## src/rtl/rfmt_control_sequencer_pkg.sv

```systemverilog
// Shared definitions for the register-format control sequencer: IR field layout,
// opcodes, FSM state encoding and one-hot ALU strobe bit positions.
package rfmt_control_sequencer_pkg;

    localparam int NUM_REGS = 16;
    localparam int ALU_OPS  = 14;

    localparam int OP_MSB = 31;
    localparam int OP_LSB = 27;
    localparam int RA_MSB = 26;
    localparam int RA_LSB = 23;
    localparam int RB_MSB = 22;
    localparam int RB_LSB = 19;
    localparam int RC_MSB = 18;
    localparam int RC_LSB = 15;

    localparam logic [4:0] OP_ADD  = 5'd0;
    localparam logic [4:0] OP_SUB  = 5'd1;
    localparam logic [4:0] OP_AND  = 5'd2;
    localparam logic [4:0] OP_OR   = 5'd3;
    localparam logic [4:0] OP_SHR  = 5'd4;
    localparam logic [4:0] OP_SHRA = 5'd5;
    localparam logic [4:0] OP_SHL  = 5'd6;
    localparam logic [4:0] OP_ROR  = 5'd7;
    localparam logic [4:0] OP_ROL  = 5'd8;
    localparam logic [4:0] OP_MUL  = 5'd14;
    localparam logic [4:0] OP_DIV  = 5'd15;
    localparam logic [4:0] OP_NEG  = 5'd16;
    localparam logic [4:0] OP_NOT  = 5'd17;

    localparam int ALU_ADD  = 0;
    localparam int ALU_SUB  = 1;
    localparam int ALU_AND  = 2;
    localparam int ALU_OR   = 3;
    localparam int ALU_SHR  = 4;
    localparam int ALU_SHRA = 5;
    localparam int ALU_SHL  = 6;
    localparam int ALU_ROR  = 7;
    localparam int ALU_ROL  = 8;
    localparam int ALU_NEG  = 9;
    localparam int ALU_NOT  = 10;
    localparam int ALU_MUL  = 11;
    localparam int ALU_DIV  = 12;

    typedef enum logic [3:0] {
        S_IDLE,
        S_T0,
        S_T1,
        S_T2,
        S_T3,
        S_T4,
        S_T4U,
        S_T5,
        S_T6,
        S_ILLEGAL
    } state_t;

    // Bit 13 of the strobe vector is reserved and never set.
    function automatic logic [ALU_OPS-1:0] alu_strobe(input logic [4:0] op);
        logic [ALU_OPS-1:0] s;
        s = '0;
        case (op)
            OP_ADD:  s[ALU_ADD]  = 1'b1;
            OP_SUB:  s[ALU_SUB]  = 1'b1;
            OP_AND:  s[ALU_AND]  = 1'b1;
            OP_OR:   s[ALU_OR]   = 1'b1;
            OP_SHR:  s[ALU_SHR]  = 1'b1;
            OP_SHRA: s[ALU_SHRA] = 1'b1;
            OP_SHL:  s[ALU_SHL]  = 1'b1;
            OP_ROR:  s[ALU_ROR]  = 1'b1;
            OP_ROL:  s[ALU_ROL]  = 1'b1;
            OP_NEG:  s[ALU_NEG]  = 1'b1;
            OP_NOT:  s[ALU_NOT]  = 1'b1;
            OP_MUL:  s[ALU_MUL]  = 1'b1;
            OP_DIV:  s[ALU_DIV]  = 1'b1;
            default: s = '0;
        endcase
        return s;
    endfunction

    function automatic logic op_is_legal(input logic [4:0] op);
        return alu_strobe(op) != '0;
    endfunction

    function automatic logic op_is_unary(input logic [4:0] op);
        return (op == OP_NEG) || (op == OP_NOT);
    endfunction

    function automatic logic op_is_muldiv(input logic [4:0] op);
        return (op == OP_MUL) || (op == OP_DIV);
    endfunction

endpackage

```

## src/rtl/rfmt_control_sequencer_reg_decoder_4to16.sv

```systemverilog
// 4-bit register index plus enable to one-hot register strobe vector.
module reg_decoder_4to16
    import rfmt_control_sequencer_pkg::*;
(
    input  logic [3:0]          i_idx,
    input  logic                i_en,
    output logic [NUM_REGS-1:0] o_onehot
);

    generate
        for (genvar gi = 0; gi < NUM_REGS; gi++) begin : g_dec
            assign o_onehot[gi] = i_en && (i_idx == 4'(gi));
        end
    endgenerate

endmodule

```

## src/rtl/rfmt_control_sequencer.sv

```systemverilog
// Moore control FSM: fetches one instruction per start and sequences the
// bus/register/ALU enables for register-format ALU instructions.
module rfmt_control_sequencer
    import rfmt_control_sequencer_pkg::*;
(
    input  logic                clock,
    input  logic                clear,
    input  logic                start,
    input  logic                mem_done,
    input  logic [31:0]         IR,
    output logic                PCout,
    output logic                MARin,
    output logic                IncPC,
    output logic                Zin,
    output logic                Zlowout,
    output logic                Zhighout,
    output logic                PCin,
    output logic                Read,
    output logic                MDRin,
    output logic                MDRout,
    output logic                IRin,
    output logic                Yin,
    output logic                HIin,
    output logic                LOin,
    output logic [NUM_REGS-1:0] Rin,
    output logic [NUM_REGS-1:0] Rout,
    output logic [ALU_OPS-1:0]  alu_op,
    output logic                busy,
    output logic                done,
    output logic                illegal
);

    state_t      r_state;
    state_t      w_state_next;
    logic        r_done;
    logic [4:0]  w_op;
    logic [3:0]  w_ra;
    logic [3:0]  w_rb;
    logic [3:0]  w_rc;
    logic [3:0]  w_rout_idx;
    logic        w_rout_en;
    logic        w_rout_sel_rc;
    logic        w_rin_en;
    logic        w_final;
    logic        w_unused;

    assign w_op     = IR[OP_MSB:OP_LSB];
    assign w_ra     = IR[RA_MSB:RA_LSB];
    assign w_rb     = IR[RB_MSB:RB_LSB];
    assign w_rc     = IR[RC_MSB:RC_LSB];
    assign w_unused = ^IR[RC_LSB-1:0];

    always_ff @(posedge clock) begin
        if (clear) begin
            r_state <= S_IDLE;
            r_done  <= 1'b0;
        end else begin
            r_state <= w_state_next;
            r_done  <= w_final;
        end
    end

    always_comb begin
        w_state_next  = r_state;
        PCout         = 1'b0;
        MARin         = 1'b0;
        IncPC         = 1'b0;
        Zin           = 1'b0;
        Zlowout       = 1'b0;
        Zhighout      = 1'b0;
        PCin          = 1'b0;
        Read          = 1'b0;
        MDRin         = 1'b0;
        MDRout        = 1'b0;
        IRin          = 1'b0;
        Yin           = 1'b0;
        HIin          = 1'b0;
        LOin          = 1'b0;
        alu_op        = '0;
        w_rout_en     = 1'b0;
        w_rout_sel_rc = 1'b0;
        w_rin_en      = 1'b0;
        w_final       = 1'b0;
        case (r_state)
            S_IDLE: if (start) w_state_next = S_T0;
            S_T0: begin
                PCout = 1'b1; MARin = 1'b1; IncPC = 1'b1; Zin = 1'b1;
                w_state_next = S_T1;
            end
            S_T1: begin
                // PC reload repeats harmlessly while memory is still busy.
                Zlowout = 1'b1; PCin = 1'b1; Read = 1'b1; MDRin = 1'b1;
                if (mem_done) w_state_next = S_T2;
            end
            S_T2: begin
                MDRout = 1'b1; IRin = 1'b1;
                w_state_next = S_T3;
            end
            S_T3: begin
                if (!op_is_legal(w_op)) begin
                    w_state_next = S_ILLEGAL;
                end else if (op_is_unary(w_op)) begin
                    w_rout_en = 1'b1; alu_op = alu_strobe(w_op); Zin = 1'b1;
                    w_state_next = S_T4U;
                end else begin
                    w_rout_en = 1'b1; Yin = 1'b1;
                    w_state_next = S_T4;
                end
            end
            S_T4U: begin
                Zlowout = 1'b1; w_rin_en = 1'b1; w_final = 1'b1;
                w_state_next = S_IDLE;
            end
            S_T4: begin
                w_rout_en = 1'b1; w_rout_sel_rc = 1'b1;
                alu_op = alu_strobe(w_op); Zin = 1'b1;
                w_state_next = S_T5;
            end
            S_T5: begin
                Zlowout = 1'b1;
                if (op_is_muldiv(w_op)) begin
                    LOin = 1'b1;
                    w_state_next = S_T6;
                end else begin
                    w_rin_en = 1'b1; w_final = 1'b1;
                    w_state_next = S_IDLE;
                end
            end
            S_T6: begin
                Zhighout = 1'b1; HIin = 1'b1; w_final = 1'b1;
                w_state_next = S_IDLE;
            end
            S_ILLEGAL: w_state_next = S_ILLEGAL;
            default:   w_state_next = S_IDLE;
        endcase
    end

    assign w_rout_idx = w_rout_sel_rc ? w_rc : w_rb;
    assign busy       = (r_state != S_IDLE) && (r_state != S_ILLEGAL);
    assign illegal    = (r_state == S_ILLEGAL);
    assign done       = r_done;

    reg_decoder_4to16 u_rout_dec (
        .i_idx    (w_rout_idx),
        .i_en     (w_rout_en),
        .o_onehot (Rout)
    );

    reg_decoder_4to16 u_rin_dec (
        .i_idx    (w_ra),
        .i_en     (w_rin_en),
        .o_onehot (Rin)
    );

endmodule

```

## config.mk

```make
export PLATFORM = sky130hd
export DESIGN_NAME = rfmt_control_sequencer
export DESIGN_NICKNAME = d
export VERILOG_FILES = /design/src/rtl/rfmt_control_sequencer_pkg.sv /design/src/rtl/rfmt_control_sequencer_reg_decoder_4to16.sv /design/src/rtl/rfmt_control_sequencer.sv
export SDC_FILE = /design/constraint.sdc
export NUM_CORES = 1
export LEC_CHECK = 0
export ABC_AREA = 1
export CAP_MARGIN = 20
export CORE_MARGIN = 8
export CORE_UTILIZATION = 33
export CTS_CLUSTER_SIZE = 8
export DETAILED_ROUTE_END_ITERATION = 12
export HOLD_SLACK_MARGIN = 0.15
export PLACE_DENSITY = 0.88
export SLEW_MARGIN = 20
export SYNTH_ARGS = -nofsm -noshare
export SYNTH_HDL_FRONTEND = slang
export SYNTH_SLANG_ARGS = --single-unit
```

## constraint.sdc

```tcl
create_clock -name clock -period 2.9 [get_ports clock]
set_input_delay 0.29 -clock clock [delete_from_list [all_inputs] [get_ports clock]]
set_output_delay 0.29 -clock clock [all_outputs]
set_load 0.02 [all_outputs]
```

Yosys cells after proc, flatten, opt, wreduce, memory -nomap -nowiden
Index checks and enable logic that the tools add are counted.
W data, S select, Z words.

storage, ports and cells
  register bits after elaboration = 5
  word-level logic and storage cells = 157
  output and inout bits = 63
  bits of input ports = 36

cells by class
  equality and inequality tests = 54
  mux-type cells = 56
  reduce and logical (&&, ||, !) cells = 45

operator list
  kind                  number
  $eq A4 B4 Y1 const B  18
  $eq A4 B3 Y1 const B  12
  $mux W1               42
  $logic_and A1 B1 Y1   33
  $pmux W4 S8           1
  $mux W13              2
  $pmux W13 S2          1
  $eq A4 B2 Y1 const B  6
  $eq A5 B3 Y1 const B  4
  $mux W4               5
  $eq A5 B4 Y1 const B  3
  $reduce_bool A14 Y1   1
  $eq A4 B1 Y1 const B  3
  $logic_not A4 Y1      3
  $eq A5 B2 Y1 const B  2
  $eq A5 B5 Y1 const B  2
  $pmux W1 S2           4
  $eq A5 B1 Y1 const B  1
  $logic_not A5 Y1      1
  $ne A2 B2 Y1 const B  2
  $ne A4 B4 Y1 const B  1
  $reduce_bool A4 Y1    1
  $reduce_or A2 Y1      2
  $reduce_or A3 Y1      1
  other kinds (3)       4

Longest topological paths before layout
  word-level depth = 7
  depth in mapped cells = 11
  mapped depth without buffers = 10

Hierarchy
Synthesis repeated with hierarchy kept, for this count alone.

unflattened totals
  cells, all modules = 188
  area, all modules = 938.4 um2

by module, submodules not included
  module                  cells an instance  seq. area each (um2)  instances  area an instance (um2)
  rfmt_control_sequencer  124                100.1                 1          685.7
  reg_decoder_4to16       32                 0.0                   2          126.4

Worst setup path after synthesis
OpenSTA, ideal clock, no wires.

  path type = register to output
  start point = register r_state[1]
  end point = output Rout[2]
  cell stages (with the launch flop) = 12
  required time = 2.610 ns
  slack = 1.220 ns
  buffers on the path = 1
  arrival time = 1.390 ns
  cell sequence = dfxtp_1 > inv_2 > nand2_4 > inv_4 > nand2_4 > buf_8 > nand2_4 > nand2_4 > inv_2 > nor2_1 > nand2_1 > nor2_1

between the ends
  longest elaborated chain between the ends = 5
  elaborated cells on any way between the ends = 7
  classes of those cells = eq/ne: 3; mux: 3; reduce/logical: 1

ends and longest elaborated chain
  element                   line                                            source
  start: declaration        rfmt_control_sequencer.sv:33                    state_t r_state;
  start signal: assignment  rfmt_control_sequencer.sv:58                    r_state <= w_state_next;
  $eq A4 B3 Y1              rfmt_control_sequencer.sv:84                    case (r_state)
  $mux W1                   rfmt_control_sequencer.sv:84
  $mux W4                   rfmt_control_sequencer.sv:138                   assign w_rout_idx = w_rout_sel_rc ? w_rc : w_rb;
  $eq A4 B2 Y1              rfmt_control_sequencer_reg_decoder_4to16.sv:12  assign o_onehot[gi] = i_en && (i_idx == 4'(gi));
  $logic_and A1 B1 Y1 (*)   rfmt_control_sequencer_reg_decoder_4to16.sv:12
  end: declaration          rfmt_control_sequencer.sv:26                    output logic [NUM_REGS-1:0] Rout,

Every way passes the cells marked *; elsewhere a longest branch is shown, timed or not.

Worst setup path in the final report
  start point = input IR[31]
  end point = output Rout[2]

between the ends
  longest elaborated chain between the ends = 7
  elaborated cells on any way between the ends = 43
  classes of those cells = eq/ne: 12; mux: 28; reduce/logical: 3

ends and longest elaborated chain
  element                               line                                            source
  start: declaration                    rfmt_control_sequencer.sv:10                    input logic [31:0] IR,
  $eq A5 B1 Y1 (tied with other cells)  rfmt_control_sequencer_pkg.sv:62                case (op)
  $mux W1                               rfmt_control_sequencer_pkg.sv:62
  $mux W1                               rfmt_control_sequencer.sv:84
  $reduce_bool A14 Y1 (*)               rfmt_control_sequencer_pkg.sv:82                return alu_strobe(op) != '0;
  $mux W1 (*)                           rfmt_control_sequencer.sv:100                   if (!op_is_legal(w_op)) begin
  $pmux W1 S2 (*)                       rfmt_control_sequencer.sv:84
  $logic_and A1 B1 Y1 (*)               rfmt_control_sequencer_reg_decoder_4to16.sv:12

Every way passes the cells marked *; elsewhere a longest branch is shown, timed or not. The select of a mux whose other input is x is not followed.

==> metrics.md <==
| Metric | Value |
|---|---|
| Reg2Reg Depth | `7` |
| Worst Hold Endpoint | `done` |
| Via density | `4.469` |
| WL/cell | `11.93 um` |
| Die Wd | `71.62 um` |
| # IOs | `99` |
| Final hold violation count | `0` |
| Post-Synthesis Cells | `193` |
| Gr usage total | `13.43%` |
| Die ar. | `0.005129 mm2` |
| M1 WL | `1.587 mm` |
| Post-synth ARST share | `0%` |
| Max layer used | `met4` |
| Max-slew violation count | `0` |
| # clock sinks | `5` |
| Critical R2R Launch | `r_state[0]` |
| Reg power frac | `16.7%` |
| Switch share | `49.37%` |
| Remaining Overflow, GRT | `0` |
| Core area | `0.003003 mm2` |
| Post-synth EDFFs | `0` |
| Ratio of cells with drive above 1 in the final layout | `11.85%` |
| Root Buffer | `clkbuf_4` |
| First-pass GRT wire length | `5.727 mm` |
| Resized Gates After CTS | `0` |
| CTS tree | `done` |
| Final min period | `2.684 ns` |
| Number of global-route vias before repair | `1266` |
| Fmax | `0.3726 GHz` |
| Met3 routed WL | `289 um` |
| Final Cycle Share | `92.53%` |
| Drt pass-1 iters | `5` |
| Skew final | `0.001419 ns` |
| Synthesized Nets | `229` |
| Initial Util | `34.00%` |
| Syn avg cell area | `5.290 um2` |
| # diodes | `0` |
| Residual DRC | `0` |
| Worst Path Arrival | `2.39 ns` |
| Crit path max fanout | `16` |
| Setup Viol. Count Final | `0` |
| Clock latency at the later pin of the worst-skew pair | `0.24 ns` |
| Final net count | `307` |
| FF-to-FF setup slack | `1.58 ns` |
| Met2 wire length | `1.731 mm` |
| H-tree depth | `1` |
| Max VDD drop | `0.4176 mV` |
| I/O Buffers | `82` |
| Internal power | `330.1 uW` |
| Clock share of power | `12.0%` |
| Initial antenna violation count | `0` |
| Top FF cell, synth | `dfxtp_1` |
| Clock buffer depth | `2` |
| Mapped cell area | `0.001021 mm2` |
| Number of max-cap violations | `0` |
| Yosys warnings | `0` |
| Clk pin slew, worst setup/hold paths | `0.04 ns` |
| Crit. End Element | `output port` |
| Worst hold start | `clear` |
| Unrepaired setup endpoints after global routing | `no` |
| R2R Path End | `r_state[1]` |
| Antenna viol nets, final | `0` |
| Final Core Density | `60.96%` |
| Die height | `71.62 um` |
| Register area share after synthesis | `9.804%` |
| LEAKAGE | `0.0008765 uW` |
| Combinational Power Share | `71.4%` |
| Gp weighted congestion | `0.8164` |
| Crit path launch type | `primary input` |
| Switching power | `321.8 uW` |
| Area growth from synthesis to layout | `79.29%` |
| Tightest Hold Check Type | `in2reg` |
| Post-CTS setup buffer count | `0` |
| P per Cell Area | `356.1 mW/mm2` |
| Synth Register Bits | `5` |
| Worst EP required | `2.61 ns` |
| Routed WL | `3.615 mm` |
| Final TNS setup | `0 ns` |
| Yosys cell types | `22` |
| Crit Path Category | `in2out` |
| Status | `finished, final reports clean` |
| Largest net degree at the start of global routing | `17` |
| Initial DRC count | `74` |
| FP Rows | `20` |
| Hold depth | `2` |
| Final HPWL from detailed placement | `3.136 mm` |
| CTS Buf Count | `3` |
| DR vias | `1354` |
| Hold-fix buffers, CTS | `0` |
[placed cells by master, fill, tap and decap left out]
cell,Yosys,final
nor2_2,4,4
clkdlybuf4s50_1,0,82
o22ai_1,1,1
a21oi_2,1,1
nand3_1,25,25
nand2_1,31,31
inv_4,1,1
dfxtp_1,5,5
conb_1,1,1
inv_1,33,33
nor2_1,47,47
nand2_4,7,7
nand2_2,4,4
nor2_4,5,5
a21oi_1,4,4
clkbuf_4,0,3
nor3_1,4,4
o21ai_0,3,3
inv_2,6,6
nand4_1,1,1
clkbuf_1,0,1
or2_2,1,1
[worst max path at each step]
stage	startpoint	end	slack (ns)	depth (start not counted)
after CTS	IR[31]	Rout[12]	0.22	10
after floorplan	r_state[1]	Rout[2]	1.22	11
after global placement	IR[27]	Rout[2]	0.26	11
after detailed placement	IR[31]	Rout[12]	0.23	10
after global routing	IR[31]	Rout[2]	0.003	11
final	IR[31]	Rout[2]	0.22	10
[worst max-delay path, cell delays in order]
cell and delay (ns):
clkdlybuf4s50_1 0.60, nand2_1 0.09, nor2_1 0.20, nor2_1 0.06, nand2_1 0.08, nand2_2 0.07
nand2_2 0.21, nand2_1 0.09, nor2_1 0.10, clkdlybuf4s50_1 0.61
[metal layers]
metal | up-vias | GRT usage, %
met4 | 0 | 2.721
met3 | 2 | 3.208
met2 | 53 | 25.20
met1 | 570 | 14.74
met5 | - | 0
li1 | 729 | -
[flip-flops by register name (all words and copies together), names as in the netlist]
name	cells
done	1
r_state	4
[cell families (layout without fill, tap and decap cells)]
| kind of cell | after synthesis | after routing | share of synthesized area [%] |
|---|---|---|---|
| buffers and inverters | 49 | 126 | 22.67 |
| other | 1 | 1 | 0.3673 |
| and+or+nand+nor | 129 | 129 | 62.25 |
| DFF | 5 | 5 | 9.804 |
| AOI/OAI and AO/OA | 9 | 9 | 4.902 |
[layout make-up]
type | count | area [um2]
tap | 33 | 41.29
fill | 300 | 1172
timing repair buffer | 82 | 820.8
inverter | 40 | 152.6
sequential | 5 | 100.1
clock buffer | 4 | 26.28
multi-input combinational | 139 | 689.4
[power by group through the flow]
stage	Sequential (uW)	Clock (uW)	Combinational, uW
detailed placement	110	0	462
global route	111	85.1	505
floorplan	105	0	305
CTS	108	81.7	470
finish	109	78.0	465
global placement	107	0	461
[synthesized netlist by cell type (3+ instances only)]
cell	number	area [um2]
nor2_4	5	56.30
a21oi_1	4	20.02
nor3_1	4	20.02
nand2_1	31	116.4
dfxtp_1	5	100.1
nand2_4	7	78.83
nand3_1	25	125.1
nor2_2	4	25.02
buf_4	7	52.55
nand2_2	4	25.02
inv_1	33	123.9
o21ai_0	3	15.01
inv_2	6	22.52
nor2_1	47	176.4
[through the flow]
step / hold WS, ns / std cells / power, uW / setup WS, ns / area (um2)
finish: 0.6714 / 303 / 651.9 / 0.2165 / 1831
global route: 0.7196 / 303 / 701.2 / 0.002641 / 1831
CTS: 0.6720 / 303 / 660.3 / 0.2221 / 1831
global placement: 0.6824 / 299 / 568.0 / 0.2631 / 1804
floorplan: 0.3591 / 193 / 409.8 / 1.220 / 1021
detailed placement: 0.6907 / 299 / 571.4 / 0.2278 / 1804
Power figures use the tool's default switching activity.
